===== src/rtl/irq_seq_pkg.sv =====
// Shared types and helpers for the interrupt sequencer: FSM state encoding,
// grant index width and a one-hot to index converter.
package irq_seq_pkg;

    localparam int unsigned ID_W   = 4;
    localparam int unsigned MAX_CH = 16;

    typedef enum logic [1:0] {
        StIdle   = 2'd0,
        StOffer  = 2'd1,
        StRetire = 2'd2
    } state_e;

    // Input must be one-hot or zero; zero maps to index 0.
    function automatic logic [ID_W-1:0] onehot_to_idx(input logic [MAX_CH-1:0] onehot);
        logic [ID_W-1:0] idx;
        idx = '0;
        for (int i = 0; i < MAX_CH; i++) begin
            if (onehot[i]) begin
                idx = idx | ID_W'(i);
            end
        end
        return idx;
    endfunction

endpackage


===== src/rtl/irq_prio_pick.sv =====
// Combinational picker: first set bit of the eligible vector, searching upward
// from start_i and wrapping past N_CH-1 back to 0.
module irq_prio_pick
    import irq_seq_pkg::*;
#(
    parameter int unsigned N_CH = 9
) (
    input  logic [N_CH-1:0] eligible_i,
    input  logic [ID_W-1:0] start_i,
    output logic            any_o,
    output logic [ID_W-1:0] index_o,
    output logic [N_CH-1:0] onehot_o
);

    logic          found;
    logic [ID_W:0] sum;
    logic [ID_W-1:0] pos;

    always_comb begin
        onehot_o = '0;
        found    = 1'b0;
        sum      = '0;
        pos      = '0;
        for (int k = 0; k < N_CH; k++) begin
            sum = {1'b0, start_i} + (ID_W + 1)'(k);
            if (sum >= (ID_W + 1)'(N_CH)) begin
                sum = sum - (ID_W + 1)'(N_CH);
            end
            pos = sum[ID_W-1:0];
            if (!found && eligible_i[pos]) begin
                onehot_o[pos] = 1'b1;
                found         = 1'b1;
            end
        end
    end

    assign any_o   = found;
    assign index_o = onehot_to_idx(MAX_CH'(onehot_o));

endmodule


===== src/rtl/irq_seq_ctrl.sv =====
// Interrupt request front-end: edge capture, pending/mask registers, overrun
// counter and a valid/ready grant FSM. Define IRQ_SEQ_RR_EN for round-robin.
module irq_seq_ctrl
    import irq_seq_pkg::*;
#(
    parameter int unsigned N_CH  = 9,
    parameter int unsigned CNT_W = 8
) (
    input  logic             clk,
    input  logic             rst_n,
    input  logic [N_CH-1:0]  req_i,
    input  logic             mask_we_i,
    input  logic [N_CH-1:0]  mask_i,
    input  logic             grant_ready_i,
    output logic             grant_valid_o,
    output logic [ID_W-1:0]  grant_id_o,
    output logic [N_CH-1:0]  grant_onehot_o,
    output logic [N_CH-1:0]  pending_o,
    output logic [N_CH-1:0]  mask_o,
    output logic [CNT_W-1:0] overrun_cnt_o,
    output logic             busy_o
);

    state_e state_q, state_d;

    logic [N_CH-1:0]  req_q;
    logic [N_CH-1:0]  pending_q, pending_d;
    logic [N_CH-1:0]  mask_q, mask_d;
    logic [CNT_W-1:0] cnt_q, cnt_d;
    logic             valid_q, valid_d;
    logic [ID_W-1:0]  id_q, id_d;
    logic [N_CH-1:0]  onehot_q, onehot_d;

    logic [N_CH-1:0]  rise;
    logic [N_CH-1:0]  retire_vec;
    logic [N_CH-1:0]  eligible;
    logic             accept;
    logic             overrun;
    logic [ID_W-1:0]  start;
    logic             pick_any;
    logic [ID_W-1:0]  pick_idx;
    logic [N_CH-1:0]  pick_onehot;

    assign rise       = req_i & ~req_q;
    assign accept     = valid_q & grant_ready_i;
    assign retire_vec = accept ? onehot_q : '0;
    assign eligible   = pending_q & mask_q;
    // A rise on a channel being retired this cycle re-arms it rather than overrunning.
    assign overrun    = |(rise & pending_q & ~retire_vec);

    always_comb begin
        pending_d = (pending_q & ~retire_vec) | rise;
        mask_d    = mask_we_i ? mask_i : mask_q;
        cnt_d     = cnt_q;
        if (overrun && (cnt_q != '1)) begin
            cnt_d = cnt_q + CNT_W'(1);
        end
    end

`ifdef IRQ_SEQ_RR_EN
    logic [ID_W-1:0] rr_ptr_q, rr_ptr_d;

    always_comb begin
        rr_ptr_d = rr_ptr_q;
        if (accept) begin
            rr_ptr_d = (id_q == ID_W'(N_CH - 1)) ? '0 : id_q + ID_W'(1);
        end
    end

    always_ff @(posedge clk or negedge rst_n) begin
        if (!rst_n) begin
            rr_ptr_q <= '0;
        end else begin
            rr_ptr_q <= rr_ptr_d;
        end
    end

    assign start = rr_ptr_q;
`else
    assign start = '0;
`endif

    irq_prio_pick #(
        .N_CH (N_CH)
    ) u_pick (
        .eligible_i (eligible),
        .start_i    (start),
        .any_o      (pick_any),
        .index_o    (pick_idx),
        .onehot_o   (pick_onehot)
    );

    // Offer fields are only loaded in IDLE, so a mask change cannot withdraw an offer.
    always_comb begin
        state_d  = state_q;
        valid_d  = valid_q;
        id_d     = id_q;
        onehot_d = onehot_q;
        unique case (state_q)
            StIdle: begin
                if (pick_any) begin
                    valid_d  = 1'b1;
                    id_d     = pick_idx;
                    onehot_d = pick_onehot;
                    state_d  = StOffer;
                end
            end
            StOffer: begin
                if (accept) begin
                    valid_d  = 1'b0;
                    onehot_d = '0;
                    state_d  = StRetire;
                end
            end
            StRetire: begin
                state_d = StIdle;
            end
            default: begin
                state_d  = StIdle;
                valid_d  = 1'b0;
                onehot_d = '0;
            end
        endcase
    end

    always_ff @(posedge clk or negedge rst_n) begin
        if (!rst_n) begin
            state_q   <= StIdle;
            req_q     <= '0;
            pending_q <= '0;
            mask_q    <= '1;
            cnt_q     <= '0;
            valid_q   <= 1'b0;
            id_q      <= '0;
            onehot_q  <= '0;
        end else begin
            state_q   <= state_d;
            req_q     <= req_i;
            pending_q <= pending_d;
            mask_q    <= mask_d;
            cnt_q     <= cnt_d;
            valid_q   <= valid_d;
            id_q      <= id_d;
            onehot_q  <= onehot_d;
        end
    end

    assign grant_valid_o  = valid_q;
    assign grant_id_o     = id_q;
    assign grant_onehot_o = onehot_q;
    assign pending_o      = pending_q;
    assign mask_o         = mask_q;
    assign overrun_cnt_o  = cnt_q;
    assign busy_o         = (state_q != StIdle);

endmodule


===== config.mk =====
export PLATFORM = sky130hd
export DESIGN_NAME = irq_seq_ctrl
export DESIGN_NICKNAME = d
export VERILOG_FILES = /design/src/rtl/irq_seq_pkg.sv /design/src/rtl/irq_prio_pick.sv /design/src/rtl/irq_seq_ctrl.sv
export SDC_FILE = /design/constraint.sdc
export NUM_CORES = 1
export LEC_CHECK = 0
export CORE_MARGIN = 8
export CORE_UTILIZATION = 35
export CTS_CLUSTER_DIAMETER = 80
export CTS_CLUSTER_SIZE = 20
export DETAILED_ROUTE_END_ITERATION = 10
export PLACE_DENSITY = 0.6
export SLEW_MARGIN = 10
export SYNTH_ARGS = -nofsm -noshare
export SYNTH_HDL_FRONTEND = slang
export SYNTH_SLANG_ARGS = --single-unit

===== constraint.sdc =====
create_clock -name clk -period 3 [get_ports clk]
set_input_delay 0.45 -clock clk [delete_from_list [all_inputs] [get_ports clk]]
set_output_delay 0.45 -clock clk [all_outputs]
set_load 0.005 [all_outputs]

; Word level (Yosys, flattened, before mapping)
; Cells that the tools add are included.
[op_classes]
n_addsub = 1
multipliers = 0
n_div = 0
magnitude_cmp = 0
eq_ne = 5
shifts = 0
muxes = 36
n_bitwise = 10
n_reduce_logical = 23
[ops]
columns = operator, n
row1 = 9-bit AND, 5
row2 = 9-bit 2-to-1 mux, 4
row3 = 9-bit case mux with 3 select lines, 1
row4 = 9-bit NOT, 2
row5 = 3-bit 2-to-1 mux, 5
row6 = 1-bit 2-to-1 mux, 13
row7 = 2-bit 2-to-1 mux, 5
row8 = 1-bit logical AND, 9
row9 = 9-bit OR, 1
row10 = 9-bit OR reduction, 1
row11 = "8-bit by 1-bit adder with 8-bit output, second input constant", 1
row12 = 1-bit zero test, 8
row13 = 4-bit 2-to-1 mux, 2
row14 = 8-bit 2-to-1 mux, 1
row15 = "8-bit != test, second input constant", 1
row16 = 7-bit 2-to-1 mux, 1
row17 = 6-bit 2-to-1 mux, 1
row18 = 5-bit 2-to-1 mux, 1
row19 = "2-bit != test, second input constant", 2
row20 = 2-bit case mux with 2 select lines, 1
row21 = 2-bit AND reduction, 2
row22 = 1-bit case mux with 3 select lines, 1
row23 = 3-bit AND reduction, 1
row24 = "2-bit by 1-bit equality test with 1-bit output, second input constant", 1
row25 = other kinds (5), 5
[word_totals]
regBits = 51
latch_bits = 0
mem_bits_rw = 0
romBits = 0
input_bits = 22
output_inout_bits = 41
wordCells = 83
n_memories = 0

; Depth between registers and ports, before layout
; Gate-level depths: netlist (run 1).
[logic_depth]
word_depth = 34
mapped_depth = 6
depth_no_buf = 5

; Cells and area by module
; A second synthesis (run 1) with hierarchy kept.
[hier_totals]
hier_cells = 858
hier_area_um2 = 6685.2
[modules_own_cells]
columns = module, n_inst, cells_per_inst, area_each_um2, seq_area_each_um2
row1 = irq_prio_pick, 1, 683, 4568.1, 0.0
row2 = irq_seq_ctrl, 1, 175, 2117.0, 1287.5

; Worst setup path after synthesis (run 1)
; OpenSTA, ideal clock, no wires.
[synth_timing]
kind = reg-to-reg
startpoint = reg pending_q[2], in the netlist pending_o[2]
endpoint = reg onehot_q[4], in the netlist grant_onehot_o[4]
setup_ps = 95
t_arrival_ps = 1810
required_time_ps = 2905
path_slack_ps = 1095
path_stages_with_launch = 7
n_path_buf = 1
synth_period_minus_slack_ps = 1905
path_cell_list = dfrtp_1 a222oi_1 nand4_2 o21ai_4 buf_6 nand3_1 o31ai_1
[synth_via]
elab_chain_len = 23
elab_cells_between_ends = 30
cone_classes = eq/ne (1) / mux (14) / bitwise (1) / reduce/logical (14)
[synth_lines]
columns = item, line
row1 = start: declaration, irq_seq_ctrl.sv:27  ; logic [N_CH-1:0] pending_q, pending_d;
row2 = start signal: assignment, irq_seq_ctrl.sv:139  ; pending_q <= pending_d;
row3 = 9-bit AND *, irq_seq_ctrl.sv:47  ; assign eligible = pending_q & mask_q;
row4 = 1-bit logical AND *, irq_prio_pick.sv:30  ; if (!found && eligible_i[pos]) begin
row5 = 1-bit 2-to-1 mux *, irq_prio_pick.sv:30
row6 = 1-bit zero test, irq_prio_pick.sv:30
row7 = 1-bit logical AND, irq_prio_pick.sv:30
row8 = 1-bit 2-to-1 mux *, irq_prio_pick.sv:30
row9 = 1-bit zero test, irq_prio_pick.sv:30
row10 = 1-bit logical AND, irq_prio_pick.sv:30
row11 = [7 not listed], --
row12 = 1-bit zero test, irq_prio_pick.sv:30
row13 = 1-bit logical AND, irq_prio_pick.sv:30
row14 = 1-bit 2-to-1 mux, irq_prio_pick.sv:30
row15 = 1-bit zero test, irq_prio_pick.sv:30
row16 = 1-bit logical AND, irq_prio_pick.sv:30
row17 = 1-bit 2-to-1 mux, irq_prio_pick.sv:30
row18 = 2-bit != test (no source line), --
row19 = 3-bit AND reduction (no source line), --
row20 = end signal: assignment, irq_seq_ctrl.sv:144  ; onehot_q <= onehot_d;
row21 = end: declaration, irq_seq_ctrl.sv:32  ; logic [N_CH-1:0] onehot_q, onehot_d;
; Every way passes the cells marked *; elsewhere a longest branch is shown, timed or not. The select of a mux whose other input is x is not followed.
; A chain may end at the register's enable or synchronous reset.

; Final worst setup path (run 1)
[layout_timing]
startpoint = in grant_ready_i
endpoint = reg cnt_q[1], in the netlist overrun_cnt_o[1]
[layout_via]
elab_chain_len = 6
[layout_lines]
columns = item, line
row1 = start: declaration, irq_seq_ctrl.sv:14  ; input logic grant_ready_i,
row2 = 1-bit AND, irq_seq_ctrl.sv:45  ; assign accept = valid_q & grant_ready_i;
row3 = 9-bit 2-to-1 mux, irq_seq_ctrl.sv:46  ; assign retire_vec = accept ? onehot_q : '0;
row4 = 9-bit NOT, irq_seq_ctrl.sv:49  ; assign overrun = |(rise & pending_q & ~retire_vec);
row5 = 9-bit AND, irq_seq_ctrl.sv:49
row6 = 9-bit OR reduction, irq_seq_ctrl.sv:49
row7 = 1-bit logical AND, irq_seq_ctrl.sv:55  ; if (overrun && (cnt_q != '1)) begin
row8 = end signal: assignment, irq_seq_ctrl.sv:141  ; cnt_q <= cnt_d;
row9 = end: declaration, irq_seq_ctrl.sv:29  ; logic [CNT_W-1:0] cnt_q, cnt_d;
; No other way between the ends.

==> metrics.yaml, run 1 <==
drt.antenna.violating_nets: 0
crit_path_top_delay_cell: "clkdlybuf4s50_1"
areaGrowthSynthToFinish_pct: 35.7
dr.pass1.iters: 4
worstPathArrival_ns: 2.63
routed_wl_mm: 5.60
cts_num_sinks: 51
slew_viol_final: 0
syn_area_sq_mm: 0.00222
grt_antenna_before_repair: 0
nNetsFinal: 287
drive_gt1_frac: 0.147
max_freq_ghz: 0.411
dieArea_sq_mm: 0.00915
die_x_microns: 95.6
post-route-min-period_ns: 2.43
pwr_density_cell_mw_per_mm2: 780
hpwl_mm: 4.21
status: "complete, no violations"
grt_pass1_wl_mm: 9.20
crit_required_ns: 3.20
fin_crit_sh: 0.810
vias_per_cell: 5.29
leakagePower_nw: 1.29
cp_cell_sequence: "clkdlybuf4s50_1 > nand3_1 > a32oi_1 > nand4_1 > o21ai_0 > mux2_2"
ir_worst_vdd_mv: 0.298
endpoint_kind: "flip-flop"
grtUsageTotal: 0.130
cap_viol_max_count: 0
clk_pin_slew_ns: 0.09
max_slew_margin: 0.650
io_buffers: 62
cts_setup_buffers: 0
tritoncts: "yes"
finalSetupViolCount: 0
start_util: 0.356
tightest_slew_ns: 0.524
ys_types: 39
multi_input_area_sq_um: 873
core_area_sq_mm: 0.00624
regArea_sq_mm: 0.00129
gr-total-overflow: 0
vias: 1808
rsz0062_at_grt: "no"
synth_area_leaders: "dfrtp_1, dfstp_2, mux2_2"
cts_buffers: 5
yosysWarnings: 0
h-tree-depth: 2
cp_slowest_stage_delay_ns: 0.74
root_buffer: "clkbuf_8"
ys_ff_latch: 51
hold_class: "input pin to asynchronous set/reset pin"
cts_buffer_depth: 2
synth_area_per_cell_sq_um: 11.3
hold_buffers: 0
synthCells: 197
die_h_microns: 95.6
yosysSeqAreaShare: 0.580
syn_nets: 220
drc: 0
drt_iter0_drc: 57
antenna_cells: 0
final-hold-violation-count: 0
first_global_vias: 1859
cts_resized: 0
fillers: 611
whs_ns: 0.0608
crit_fanout: 10
clk_latency_ns: 0.31
gp_congestion: 0.811
yosysTopAreaCell: "dfrtp_1"
rows: 29
worst_setup_path_start_kind: "input pin"
pin_count: 63
fin_skew_ns: 0.0127
wl_per_cell_microns: 16.4
synth_top_area_share: 0.474
tns_ns: 0
path_class: "input pin to flip-flop"
grt_max_degree: 35
## cell usage in the layout (no fill, tap or decap), types with 2 or more instances in the layout
master,instances
mux2_2,15
dfrtp_1,42
a21o_1,3
nor2_1,5
inv_1,9
nand2_1,24
o2111ai_1,3
a211oi_1,2
o31ai_1,3
and3b_1,2
nand4b_1,4
clkdlybuf4s50_1,61
a21oi_1,4
o21ai_0,13
nand4_1,2
a2bb2oi_1,4
nand2b_1,2
nor2b_1,4
and3_1,4
dfstp_2,9
clkbuf_8,6
buf_4,2
nand3_1,23
## synth_stat cells (all sizes together)
master and count:
o311a 1, a211oi 2, nand4b 4, a21oi 4
and3b 2, xnor2 1, dfstp 9, a31oi 1
o21ai 15, buf 3, a222oi 1, a22oi 1
a32oi 1, nand2 24, a21o 4, ha 1
nand2b 2, a2bb2oi 4, nand4 3, o31ai 3
or3 1, nor3 1, nand3 23, a31o 1
o2111ai 3, and2 1, dfrtp 42, and3 4
clkbuf 1, nor2b 4, mux2 15, nor2 5
a32o 1, inv 9
## cells by family after synthesis
logic type / after synthesis / synth area share
AOI/OAI and AO/OA: 42 / 0.136
muxes: 15 / 0.0761
adders and majority gates: 1 / 0.00564
DFF: 51 / 0.580
and+or+nand+nor: 74 / 0.172
buffers and inverters: 13 / 0.0265
xor gates and xnor gates: 1 / 0.00395
## critical path, delay by kind of cell
kind / cells / cell delay, ns
and+or+nand+nor: 2 / 0.46
buffers and inverters: 1 / 0.74
muxes: 1 / 0.37
AOI/OAI and AO/OA: 2 / 0.61
## worst paths after layout
kind                                from                to  slack [ns]  depth (start not counted)
setup / recovery           grant_ready_i  overrun_cnt_o[1]        0.57                          6
max in group asynchronous          rst_n         mask_o[8]        2.13                          2
min in group clk                req_q[8]      pending_o[8]        0.45                          1
hold / removal                     rst_n  overrun_cnt_o[7]        0.06                          1
hold reg to reg                 req_q[8]      pending_o[8]        0.45                          1
setup reg to reg           grant_valid_o  overrun_cnt_o[1]        0.82                          5
## sequential cells by signal (all words and copies together), names as in the netlist
name            count
grant_id_o          4
overrun_cnt_o       8
state_q             2
mask_o              9
grant_valid_o       1
req_q               9
grant_onehot_o      9
pending_o           9
## cell type report
cell class	count	share of cell area
clock buffers	7	0.0287
clock inverters	1	0.00166
inverters	9	0.0112
multi-input cells	133	0.290
flip-flops and latches	51	0.427
well taps	77	0.0320
repair buffers	64	0.209
## metal layers
metal | up-vias | track usage | part of all wire
li1 | 858 | - | -
met1 | 904 | 0.152 | 0.43
met2 | 39 | 0.218 | 0.49
met3 | 7 | 0.0386 | 0.064
met4 | 0 | 0.0499 | 0.016
met5 | - | 0 | 0
## stage by stage
stage	std cells	util	setup WS (ns)	instance area [sq um]	total power, mW
final	342	0.483	0.570	3010	2.35
after global routing	342	0.483	0.384	3010	2.53
after CTS	342	0.483	0.570	3010	2.39
after detailed placement	334	0.468	0.256	2920	1.98
after global placement	334	0.468	0.287	2920	1.96
after floorplan	197	-	1.09	2220	1.47
## power by group
group	switching (mW)	internal, mW	total (mW)
registers	0.206	0.871	1.08
logic	0.363	0.504	0.867
clock network	0.221	0.187	0.408
Note: power is estimated with default switching activity, not from simulation.
==> inputs of run 2 (changes only) <==
- clock period: 3 -> 2.3 ns (I/O delays scaled with it)
==> run 2 against run 1 <==
Net effect:
- final cell count rose by 2.6%
- final area rose by 3.1%
- die area did not move
- global-route usage rose by 0.34 points
- power rose by 39%
- via count fell by 1.0%
- sequential cell count did not move
- register-to-register slack got worse by 0.52 ns
- worst hold slack improved by 0.073 ns
- combinational power rose by 42%
- first-iteration DRC count rose by 74%
- sequential share of layout area fell by 1.3 points
- critical endpoint unchanged
- largest power group unchanged
- highest routed layer unchanged
==> metrics.yaml, run 2 (synthesis gave the netlist of run 1 again) <==
gp_congestion: 0.765  # -5.7%
grt_max_degree: 52  # +49%
crit_required_ns: 2.50  # -0.70 ns
cap_viol_max_count: 0  # unchanged
pin_count: 63  # unchanged
instances_no_fill: 351  # +2.6%
final_area_sq_mm: 0.00311  # +3.1%
cts_setup_buffers: 0  # unchanged
leakagePower_nw: 1.35  # +4.3%
cp_cell_sequence: "clkdlybuf4s50_1 > buf_4 > nand3_1 > nand4b_1 > nand4_1 > o21ai_0 > mux2_2"
max_slew_margin: 0.575  # -0.0750
fin_crit_sh: 0.884
final_cell_mix: "clkdlybuf4s50_1, dfrtp_1, nand2_1"
start_util: 0.356  # unchanged
clk_pin_slew_ns: 0.09  # about the same
cts_resized: 0  # unchanged
nNetsFinal: 296  # +3.1%
grt_antenna_before_repair: 0  # unchanged
swShare: 0.326  # -0.0101
worst_setup_path_start_kind: "input pin"
place_ws_ns: -0.0278  # -0.284 ns
grtUsageTotal: 0.133  # +0.00341
rsz0062_at_grt: "no"
vias: 1790  # -1.0%
vias_per_cell: 5.10  # -3.5%
clkPwrFrac: 0.198  # +0.025
hold_buffers: 0  # unchanged
crit_buf_inv: 2  # +1
pwr_density_cell_mw_per_mm2: 1050  # +35%
cp_top_family: "buffers and inverters"
routed_wl_mm: 5.79  # +3.4%
cp_slowest_stage_delay_ns: 0.55  # -0.19 ns
drt_iter0_drc: 99  # +74%
fin_util: 0.498  # +0.0150
cts_buffer_depth: 2  # unchanged
grt_util_met2: 0.216  # -0.00229
met1_usage: 0.169  # +0.0168
clk_latency_ns: 0.31  # about the same
drc: 0  # unchanged
seqPwrFrac: 0.424  # -0.034
whs_ns: 0.133  # +0.0727 ns
crit_fanout: 7  # -3
r2r_cells: 5  # unchanged
power_mw: 3.26  # +39%
place_inst: 343  # +2.7%
finalSetupViolCount: 0  # unchanged
power.combinational.fraction: 0.377  # +0.008
h-tree-depth: 2  # unchanged
hpwl_mm: 4.43  # +5.3%
crit_start: "grant_ready_i"
endpoint_kind: "flip-flop"
path_class: "input pin to flip-flop"
antenna_cells: 0  # unchanged
ir_worst_vdd_mv: 0.418  # +40%
dr.pass1.iters: 6  # +2
final-hold-violation-count: 0  # unchanged
first_global_vias: 1934  # +4.0%
grt_pass1_wl_mm: 9.56  # +3.8%
die_h_microns: 95.6  # unchanged
dieArea_sq_mm: 0.00915  # unchanged
tightest_slew_ns: 0.638  # +0.114 ns
core_area_sq_mm: 0.00624  # unchanged
hold_class: "input pin to asynchronous set/reset pin"
worstPathArrival_ns: 2.23  # -0.40 ns
io_buffers: 62  # unchanged
grt.busiest_layer: "met2"
tritoncts: "yes"
fin_skew_ns: 0.00678  # -0.00594 ns
root_buffer: "clkbuf_8"
cts_buffers: 5  # unchanged
cts_num_sinks: 51  # unchanged
r2r-end: "grant_onehot_o[5]"
place_area_sq_mm: 0.00299  # +2.3%
post-route-min-period_ns: 2.03
intPower_mw: 2.20  # +41%
final_common_cell: "clkdlybuf4s50_1"
worstReg2RegStart: "pending_o[1]"
drive_gt1_frac: 0.179  # +0.0317
areaGrowthSynthToFinish_pct: 40.0
die_x_microns: 95.6  # unchanged
max_freq_ghz: 0.492
status: "complete, no violations"
rows: 29  # unchanged
drt.antenna.violating_nets: 0  # unchanged
r2r_slack_ns: 0.30  # -0.52 ns
crit_path_top_delay_cell: "clkdlybuf4s50_1"
p_sw_mw: 1.06  # +35%
slew_viol_final: 0  # unchanged
tns_ns: 0  # unchanged
wl_per_cell_microns: 16.5  # +0.79%
path_depth: 7  # +1
cp-endpoint: "overrun_cnt_o[1]"
gr-total-overflow: 0  # unchanged
grt_util_met3: 0.0323  # -0.00630
finalWorstSetupSlack_ns: 0.267  # -0.302 ns
-- run 2: cell types whose count changed in the layout (fill, tap and decap cells not counted), sizes merged --
cell / change
clkbuf: -1
buf: +9
bufinv: +1
-- run 2: final cells by class --
cell class | instances | area [sq um]
Clock inverter | 2 | 35.0
Fill cell | 579 | 3130
Timing Repair Buffer | 73 | 698
Inverter | 9 | 33.8
Clock buffer | 6 | 82.6
Multi-Input combinational cell | 133 | 873
Tap cell | 77 | 96.3
Sequential cell | 51 | 1290
-- run 2: power by group through the flow --
stage	clock network, mW	registers [mW]	logic [mW]
final	0.647	1.38	1.23
after global routing	0.698	1.42	1.36
after CTS	0.672	1.39	1.25
after detailed placement	0	1.40	1.25
after global placement	0	1.40	1.23
after floorplan	0	1.36	0.562
-- run 2: per-layer routing --
metal	part of all wire	vias up
met5	0	-
met4	0.015	0
met3	0.052	7
met2	0.47	37
met1	0.46	878
li1	-	868
-- run 2: how the worst min path moves through the flow --
stage	from	endpoint	slack, ns	depth (start not counted)
after floorplan	rst_n	grant_id_o[0]	0.05	0
after global placement	req_q[8]	pending_o[8]	0.44	1
after detailed placement	req_q[8]	pending_o[8]	0.45	1
after CTS	rst_n	req_q[6]	0.16	2
after global routing	rst_n	overrun_cnt_o[6]	0.19	2
final	rst_n	req_q[2]	0.13	2
